===== config.mk =====
export PLATFORM = sky130hd
export DESIGN_NAME = uart_result_sender
export DESIGN_NICKNAME = d
export VERILOG_FILES = /design/src/rtl/uart_result_sender.sv
export SDC_FILE = /design/constraint.sdc
export NUM_CORES = 1
export LEC_CHECK = 0
export ABC_AREA = 1
export CELL_PAD_IN_SITES_DETAIL_PLACEMENT = 1
export CELL_PAD_IN_SITES_GLOBAL_PLACEMENT = 1
export CORE_MARGIN = 3
export CORE_UTILIZATION = 35
export CTS_CLUSTER_DIAMETER = 80
export CTS_CLUSTER_SIZE = 20
export DETAILED_ROUTE_END_ITERATION = 8
export PLACE_DENSITY_LB_ADDON = 0.15
export SLEW_MARGIN = 10
export SYNTH_ARGS = -nofsm -noshare
export SYNTH_HDL_FRONTEND = slang
export SYNTH_SLANG_ARGS = --single-unit

===== constraint.sdc =====
create_clock -name i_Clock -period 5.9 [get_ports i_Clock]
set_input_delay 1.475 -clock i_Clock [delete_from_list [all_inputs] [get_ports i_Clock]]
set_output_delay 1.475 -clock i_Clock [all_outputs]
set_load 0.005 [all_outputs]

===== src/rtl/uart_result_sender.sv =====
// Sends one 43-byte classification result packet (header, digit, 10 LE scores, XOR checksum)
// over an 8N1 UART line using its own bit-level transmitter.
module uart_result_sender #(
    parameter int unsigned CLKS_PER_BIT = 5209,
    parameter logic [7:0]  HEADER_BYTE  = 8'hA5
) (
    input  logic         i_Clock,
    input  logic         i_Rst_L,
    input  logic         i_Start,
    input  logic [3:0]   i_Digit,
    input  logic [319:0] i_Scores,
    output logic         o_TX_Serial,
    output logic         o_Busy,
    output logic         o_Done
);
    localparam int unsigned   CW        = (CLKS_PER_BIT > 1) ? $clog2(CLKS_PER_BIT) : 1;
    localparam logic [CW-1:0] CLK_LAST  = CW'(CLKS_PER_BIT - 1);
    localparam logic [5:0]    LAST_BYTE = 6'd42;

    typedef enum logic [1:0] {IDLE, START, DATA, STOP} state_t;

    state_t        state_q, state_d;
    logic [CW-1:0] clk_q, clk_d;
    logic [2:0]    bit_q, bit_d;
    logic [5:0]    byte_q, byte_d;
    logic [3:0]    digit_q, digit_d;
    logic [319:0]  scores_q, scores_d;
    logic [7:0]    chk_q, chk_d;
    logic          tx_q, tx_d;
    logic          done_q, done_d;
    logic [7:0]    in_chk;
    logic [343:0]  pkt;
    logic [7:0]    cur_byte;
    logic          bit_end;

    // Checksum covers the digit byte and all 40 score bytes, taken from the live inputs at accept.
    always_comb begin
        in_chk = {4'h0, i_Digit};
        for (int i = 0; i < 40; i++) begin
            in_chk = in_chk ^ i_Scores[8*i +: 8];
        end
    end

    assign pkt      = {chk_q, scores_q, 4'h0, digit_q, HEADER_BYTE};
    assign cur_byte = pkt[{byte_q, 3'b000} +: 8];
    assign bit_end  = (clk_q == CLK_LAST);

    always_ff @(posedge i_Clock or negedge i_Rst_L) begin
        if (!i_Rst_L) begin
            state_q  <= IDLE;
            clk_q    <= '0;
            bit_q    <= '0;
            byte_q   <= '0;
            digit_q  <= '0;
            scores_q <= '0;
            chk_q    <= '0;
            tx_q     <= 1'b1;
            done_q   <= 1'b0;
        end else begin
            state_q  <= state_d;
            clk_q    <= clk_d;
            bit_q    <= bit_d;
            byte_q   <= byte_d;
            digit_q  <= digit_d;
            scores_q <= scores_d;
            chk_q    <= chk_d;
            tx_q     <= tx_d;
            done_q   <= done_d;
        end
    end

    // tx_d carries the level of the bit that begins next cycle, so the line changes only at bit boundaries.
    always_comb begin
        state_d  = state_q;
        clk_d    = clk_q;
        bit_d    = bit_q;
        byte_d   = byte_q;
        digit_d  = digit_q;
        scores_d = scores_q;
        chk_d    = chk_q;
        tx_d     = tx_q;
        done_d   = 1'b0;
        case (state_q)
            IDLE: begin
                tx_d   = 1'b1;
                clk_d  = '0;
                bit_d  = '0;
                byte_d = '0;
                if (i_Start) begin
                    state_d  = START;
                    tx_d     = 1'b0;
                    digit_d  = i_Digit;
                    scores_d = i_Scores;
                    chk_d    = in_chk;
                end
            end
            START: begin
                if (bit_end) begin
                    clk_d   = '0;
                    bit_d   = '0;
                    state_d = DATA;
                    tx_d    = cur_byte[0];
                end else begin
                    clk_d = clk_q + CW'(1);
                end
            end
            DATA: begin
                if (bit_end) begin
                    clk_d = '0;
                    if (bit_q == 3'd7) begin
                        state_d = STOP;
                        tx_d    = 1'b1;
                    end else begin
                        bit_d = bit_q + 3'd1;
                        tx_d  = cur_byte[bit_q + 3'd1];
                    end
                end else begin
                    clk_d = clk_q + CW'(1);
                end
            end
            STOP: begin
                if (bit_end) begin
                    clk_d = '0;
                    if (byte_q == LAST_BYTE) begin
                        state_d = IDLE;
                        done_d  = 1'b1;
                        tx_d    = 1'b1;
                    end else begin
                        byte_d  = byte_q + 6'd1;
                        state_d = START;
                        tx_d    = 1'b0;
                    end
                end else begin
                    clk_d = clk_q + CW'(1);
                end
            end
            default: begin
                state_d = IDLE;
                tx_d    = 1'b1;
                clk_d   = '0;
                bit_d   = '0;
                byte_d  = '0;
            end
        endcase
    end

    assign o_TX_Serial = tx_q;
    assign o_Busy      = (state_q != IDLE);
    assign o_Done      = done_q;
endmodule


After elaboration in Yosys (flattened, before gate mapping). Cells that the tools add are included.

Register bits: 358. Logic and storage cells: 104. Output and inout bits: 3.

Mux-type cells: 27. Add/subtract/negate cells: 3. Magnitude comparators: 1. Reduce and logical (&&, ||, !) cells: 10. Shift-type cells: 1. Bitwise gates (word level): 40. Equality and inequality tests: 13.

Operators with widths (count): 344-bit by 10-bit variable part select with 8-bit output (1); 8-bit bitwise XOR (39); 13-bit case mux with 2 select lines (1); 2-bit != test, second input constant (7); 13-bit by 1-bit adder with 13-bit output, second input constant (1); 13-bit equality test, second input constant (1); 13-bit two-way mux (1); 6-bit two-way mux (2); 6-bit case mux with 2 select lines (1); 1-bit two-way mux (10); 2-bit two-way mux (5); 3-bit two-way mux (3); 3-bit case mux with 3 select lines (1); 2-bit case mux with 4 select lines (1); 4-bit by 8-bit bitwise XOR with 8-bit output (1); 6-bit by 1-bit adder with 6-bit output, second input constant (1); 6-bit equality test, second input constant (1); 3-bit AND reduction (2); 5-bit AND reduction (1); 2-bit equality test, second input constant (2); 3-bit by 4-bit < comparator with 1-bit output, second input constant (1); 1-bit case mux with 4 select lines (1); 4-bit AND reduction (1); 2-bit nonzero test (2); other kinds (8) (8).

Longest topological paths before layout.
Word-level depth: 40. Mapped depth: 21.

Worst setup path before layout. No wires, ideal clock.

Kind: in2reg. Start point: input i_Scores[85]. End point: register chk_q[5]. Stages on the path: 11. Setup time: 118 ps. Path slack: 3129 ps. Data required time: 5782 ps. Data arrival time: 2653 ps. Path through: xnor2_1 > xor2_1 > xor2_1 > xor2_1 > or2_2 > nand2_1 > nand2_1 > nand2_1 > nand2_1 > nand3_1 > nand2_1.

Word-level cells in the longest chain between the ends: 30.

RTL lines: start, declared (RTL line 11) `input logic [319:0] i_Scores,`; 8-bit bitwise XOR (30 in a row) (RTL line 40) `in_chk = in_chk ^ i_Scores[8*i +: 8];`; end signal, assigned (RTL line 66) `chk_q <= chk_d;`; end, declared (RTL line 28) `logic [7:0] chk_q, chk_d;`.

Every way passes these cells. A chain may end at the register's enable or synchronous reset.

Worst setup path in the final report.
Start point: register byte_q[0]. End point: register tx_q (netlist: o_TX_Serial).

Word-level cells in the longest chain between the ends: 6. Elaborated cells on any way between the ends: 10. Classes of those cells: eq/ne (1); shift (1); mux (8).

RTL lines: start, declared (RTL line 25) `logic [5:0] byte_q, byte_d;`; start signal, assigned (RTL line 63) `byte_q <= byte_d;`; 344-bit by 10-bit variable part select with 8-bit output (RTL line 45) `assign cur_byte = pkt[{byte_q, 3'b000} +: 8];`; 1-bit binary-select mux with 3-bit select (RTL line 115) `tx_d = cur_byte[bit_q + 3'd1];`; 1-bit two-way mux (not written as such) (RTL line 115); 1-bit two-way mux (RTL line 110) `if (bit_q == 3'd7) begin`; 1-bit two-way mux (RTL line 108) `if (bit_end) begin`; 1-bit case mux with 4 select lines (*) (RTL line 83) `case (state_q)`; end signal, assigned (RTL line 67) `tx_q <= tx_d;`; end, declared (RTL line 29) `logic tx_q, tx_d;`.

Every way passes the cells marked *; elsewhere a longest branch is shown, timed or not. The select of a mux whose other input is x is not followed.

==> run_results.csv <==
group,metric,value,unit
synthesis,synth_top_area_share,44.7,%
cts,cts_setup_buffers,0,
synthesis,yosys_warnings,0,
synthesis,yosysSeqAreaShare,44.8,%
synthesis,async_flop_share,100,%
sta,setup_viol,0,
setup_path,start_kind,"flop",
setup_path,cp_data_required_time,6440,ps
cts,clock_sink_count,358,
finish,syn_to_final_growth,25.1,%
finish,final_util,44.8,%
power_and_ir_drop,combPwrFrac,18.9,%
synthesis,synth.distinct_cells,35,
cts,htree_levels,1,
synthesis,yosys-top-cells-area,"dfrtp_1, nand2_1, xnor2_1, xor2_1, o21ai_0",
sta,fin_skew,13.8,ps
synthesis,synthCells,2681,
die,dieHeight,245,µm
synthesis,synth-seq-cells,358,
die,die_area,60000,µm²
place,dp.cells,3660,
global_routing,antenna_found_initial,6,
route,drc,0,
finish,nNetsFinal,3281,
setup_path,crit_arrival,4500,ps
power_and_ir_drop,powerDensity,230,nW/µm²
cts,cts_max_path_buffers,3,
die,ios,330,
route,routed_wl,84400,µm
finish,fillers,6849,
power_and_ir_drop,peakVddDrop,212,µV
sta,grt_setup_unrepaired,"no",
route,viasPerCell,5.06,
setup_path,crit_family,"simple AND/OR/NAND/NOR gates",
setup_path,worst-setup-path-type,"flop to flop",
route,drtAntennaViolNets,0,
setup_path,crit_top_cell,"nand2_1",
outcome,status,"complete, no violations",
place,hpwl,61800,µm
route,drt_first_iter_violations,1473,
cts,cts_buffers,29,
place,gp_congestion,0.886,
finish,multi_input_area,9820,µm²
sta,slew_headroom,20.3,%
route,vias,18809,
global_routing,grt_pass1_vias,19949,
finish,seqCellArea,8960,µm²
power_and_ir_drop,p_int,4.05,mW
setup_path,cp-end-kind,"flop",
cts,cts_resized,0,
synthesis,syn_nets,3019,
global_routing,grt_pass1_wl,126000,µm
power_and_ir_drop,switching_share,29.5,%
die,start_util,35.8,%
cts,root_buffer,"clkbuf_16",
synthesis,ys.flop_type,"dfrtp_1",
cts,ctsHoldBuffers,0,
setup_path,crit_slowest_cell,"dfrtp_4",
sta,hold_violations,0,
power_and_ir_drop,p_clk_share,38.4,%
global_routing,gr-total-overflow,0,
finish,drive_gt1_share,3.51,%
synthesis,netlist_area,20000,µm²
setup_path,crit_chain,"buf_4 > nand2_1 > inv_1 > nand2_1 > nand2_1 > nor2_1 > nor2_1 > nor2_1 > nand2_1 > nand3_1 > nand2_1 > nand3_1 > nand2_1 > nand2_1 > nand3_1 > nand2_1 > nand2_1 > nand2_1 > nand2_1",
sta,fin_crit_sh,67.0,%
sta,worstMarginPinSlew,1190,ps
power_and_ir_drop,p_leak,12.3,nW
power_and_ir_drop,p_seq_share,42.7,%
setup_path,path_buf_inv,2,
global_routing,track_usage,27.9,%
die,die_w,245,µm
sta,max_clock_freq,0.253,GHz
die,rows,86,
hold_path,min_path_type,"flop to flop",
die,core,55800,µm²
finish,finalNonFillerCells,3715,
route,wl_per_cell,22.7,µm
sta,slew_violations,0,
setup_path,critPathMaxStageDelay,940,ps
power_and_ir_drop,power_switching,1.69,mW
flow_run,maxCapViolCount,0,
sta,min_period,3960,ps
cts,clk_pin_slew,80,ps
sta,setup_tns,0,ps
route,dr.pass1.iters,5,
synthesis,yosysTopAreaCell,"dfrtp_1",
synthesis,syn_area_per_cell,7.45,µm²
sta,holdWs,476,ps
cts,clkLatencyLatePin,600,ps
synthesis,synth-edff-count,0,
setup_path,crit_fanout,57,
place,io_buffers,329,
global_routing,grt_max_degree,209,
cts,cts_tree,"yes",
-- through the flow --
stage | power [mW] | cell area [µm²] | setup slack, ps
after global placement | 3.58 | 24000 | 1960
after global routing | 5.95 | 25000 | 1740
after detailed placement | 3.59 | 24000 | 1930
final | 5.74 | 25000 | 1940
after floorplan | 3.02 | 20000 | 3130
after CTS | 5.79 | 25000 | 2040
-- layout by cell type, fill, tap and decap left out, types with 2 or more instances in the layout --
| cell type | Yosys | final |
|---|---|---|
| a21oi_1 | 51 | 51 |
| buf_12 | 0 | 5 |
| buf_4 | 5 | 25 |
| bufinv_16 | 0 | 3 |
| clkbuf_16 | 0 | 29 |
| clkbuf_8 | 0 | 2 |
| clkdlybuf4s50_1 | 0 | 328 |
| clkinv_2 | 0 | 3 |
| clkinv_4 | 0 | 4 |
| clkinv_8 | 0 | 3 |
| dfrtp_1 | 357 | 355 |
| diode_2 | 0 | 2 |
| ha_1 | 11 | 11 |
| inv_1 | 166 | 165 |
| inv_2 | 5 | 5 |
| inv_6 | 0 | 2 |
| inv_8 | 0 | 7 |
| nand2_1 | 1208 | 1207 |
| nand2_2 | 3 | 3 |
| nand3_1 | 94 | 94 |
| nand3b_1 | 4 | 4 |
| nand4_1 | 12 | 12 |
| nor2_1 | 116 | 116 |
| nor2_2 | 3 | 2 |
| nor3_1 | 13 | 13 |
| nor3b_1 | 4 | 4 |
| o211ai_1 | 3 | 3 |
| o21ai_0 | 175 | 175 |
| o21ai_1 | 4 | 4 |
| o221ai_1 | 2 | 2 |
| o22ai_1 | 2 | 2 |
| o31ai_1 | 2 | 2 |
| or2_2 | 3 | 3 |
| xnor2_1 | 183 | 183 |
| xor2_1 | 125 | 125 |
-- sequential cells by signal, indices dropped and copies added, names as in the netlist --
name         cells
bit_q            3
scores_q       320
state_q          2
digit_q          4
byte_q           6
o_TX_Serial      1
chk_q            8
o_Done           1
clk_q           13
-- kinds of logic after synthesis --
group                    synth area share [%]
flip-flops                               44.8
XOR/XNOR                                 13.6
AO/OA/AOI/OAI                            6.21
buffers and inverters                    6.08
adder cells (fa/ha/maj)                 0.689
AND/OR/NAND/NOR                          28.6
-- routing by layer --
metal  global-route usage [%]  vias to the layer above  wire length (µm)
met2                     47.1                      540             40100
met5                        0                        -                11
met1                     37.1                     9405             36000
met4                     9.76                        2              3510
li1                         -                     8743                 -
met3                     3.40                      119              4760
-- power groups by stage --
stage | Clock (mW) | Sequential (mW) | Combinational, mW
after detailed placement | 0 | 2.50 | 1.09
final | 2.21 | 2.45 | 1.08
after global routing | 2.34 | 2.45 | 1.15
after floorplan | 0 | 2.50 | 0.522
after global placement | 0 | 2.50 | 1.08
after CTS | 2.25 | 2.45 | 1.09
-- Yosys cell counts (2+ instances only) --
library cell / instances
o21ai_0: 175
nand2_2: 3
nand2_1: 1208
o31ai_1: 2
xor2_1: 125
nand3_1: 94
o21ai_1: 4
nor2_1: 116
a21oi_1: 51
buf_6: 5
nor3_1: 13
o211ai_1: 3
buf_1: 11
or2_2: 3
nor2_2: 3
dfrtp_1: 357
nand4_1: 12
clkbuf_1: 78
inv_2: 5
inv_1: 166
o221ai_1: 2
xnor2_1: 183
o22ai_1: 2
buf_2: 29
nand3b_1: 4
buf_4: 5
nor3b_1: 4
ha_1: 11
-- layout make-up --
| class | instances | area share, % |
|---|---|---|
| antenna | 2 | 0.0200 |
| clock buffer | 31 | 3.01 |
| clock inverter | 22 | 1.13 |
| inverter | 171 | 2.60 |
| multi-input combinational | 2024 | 39.3 |
| sequential | 358 | 35.9 |
| tap | 748 | 3.74 |
| timing repair buffer | 359 | 14.3 |
-- worst register-to-register path, delay by kind of cell (launching register included) --
| family | cells | cell delay (ps) |
|---|---|---|
| DFF | 1 | 940 |
| buffers and inverters | 2 | 1400 |
| and+or+nand+nor | 17 | 1590 |
-- final timing paths --
kind	startpoint	end	slack, ps	cells past startpoint
worst max-delay path	byte_q[0]	o_TX_Serial	1940	19
worst min-delay path	clk_q[0]	clk_q[0]	480	1
worst max register to register	byte_q[0]	o_TX_Serial	1940	19
worst min register to register	clk_q[0]	clk_q[0]	480	1
max in group asynchronous	i_Rst_L	scores_q[317]	3630	2
min in group asynchronous	i_Rst_L	scores_q[90]	910	1
(Power assumes the default switching activity.)
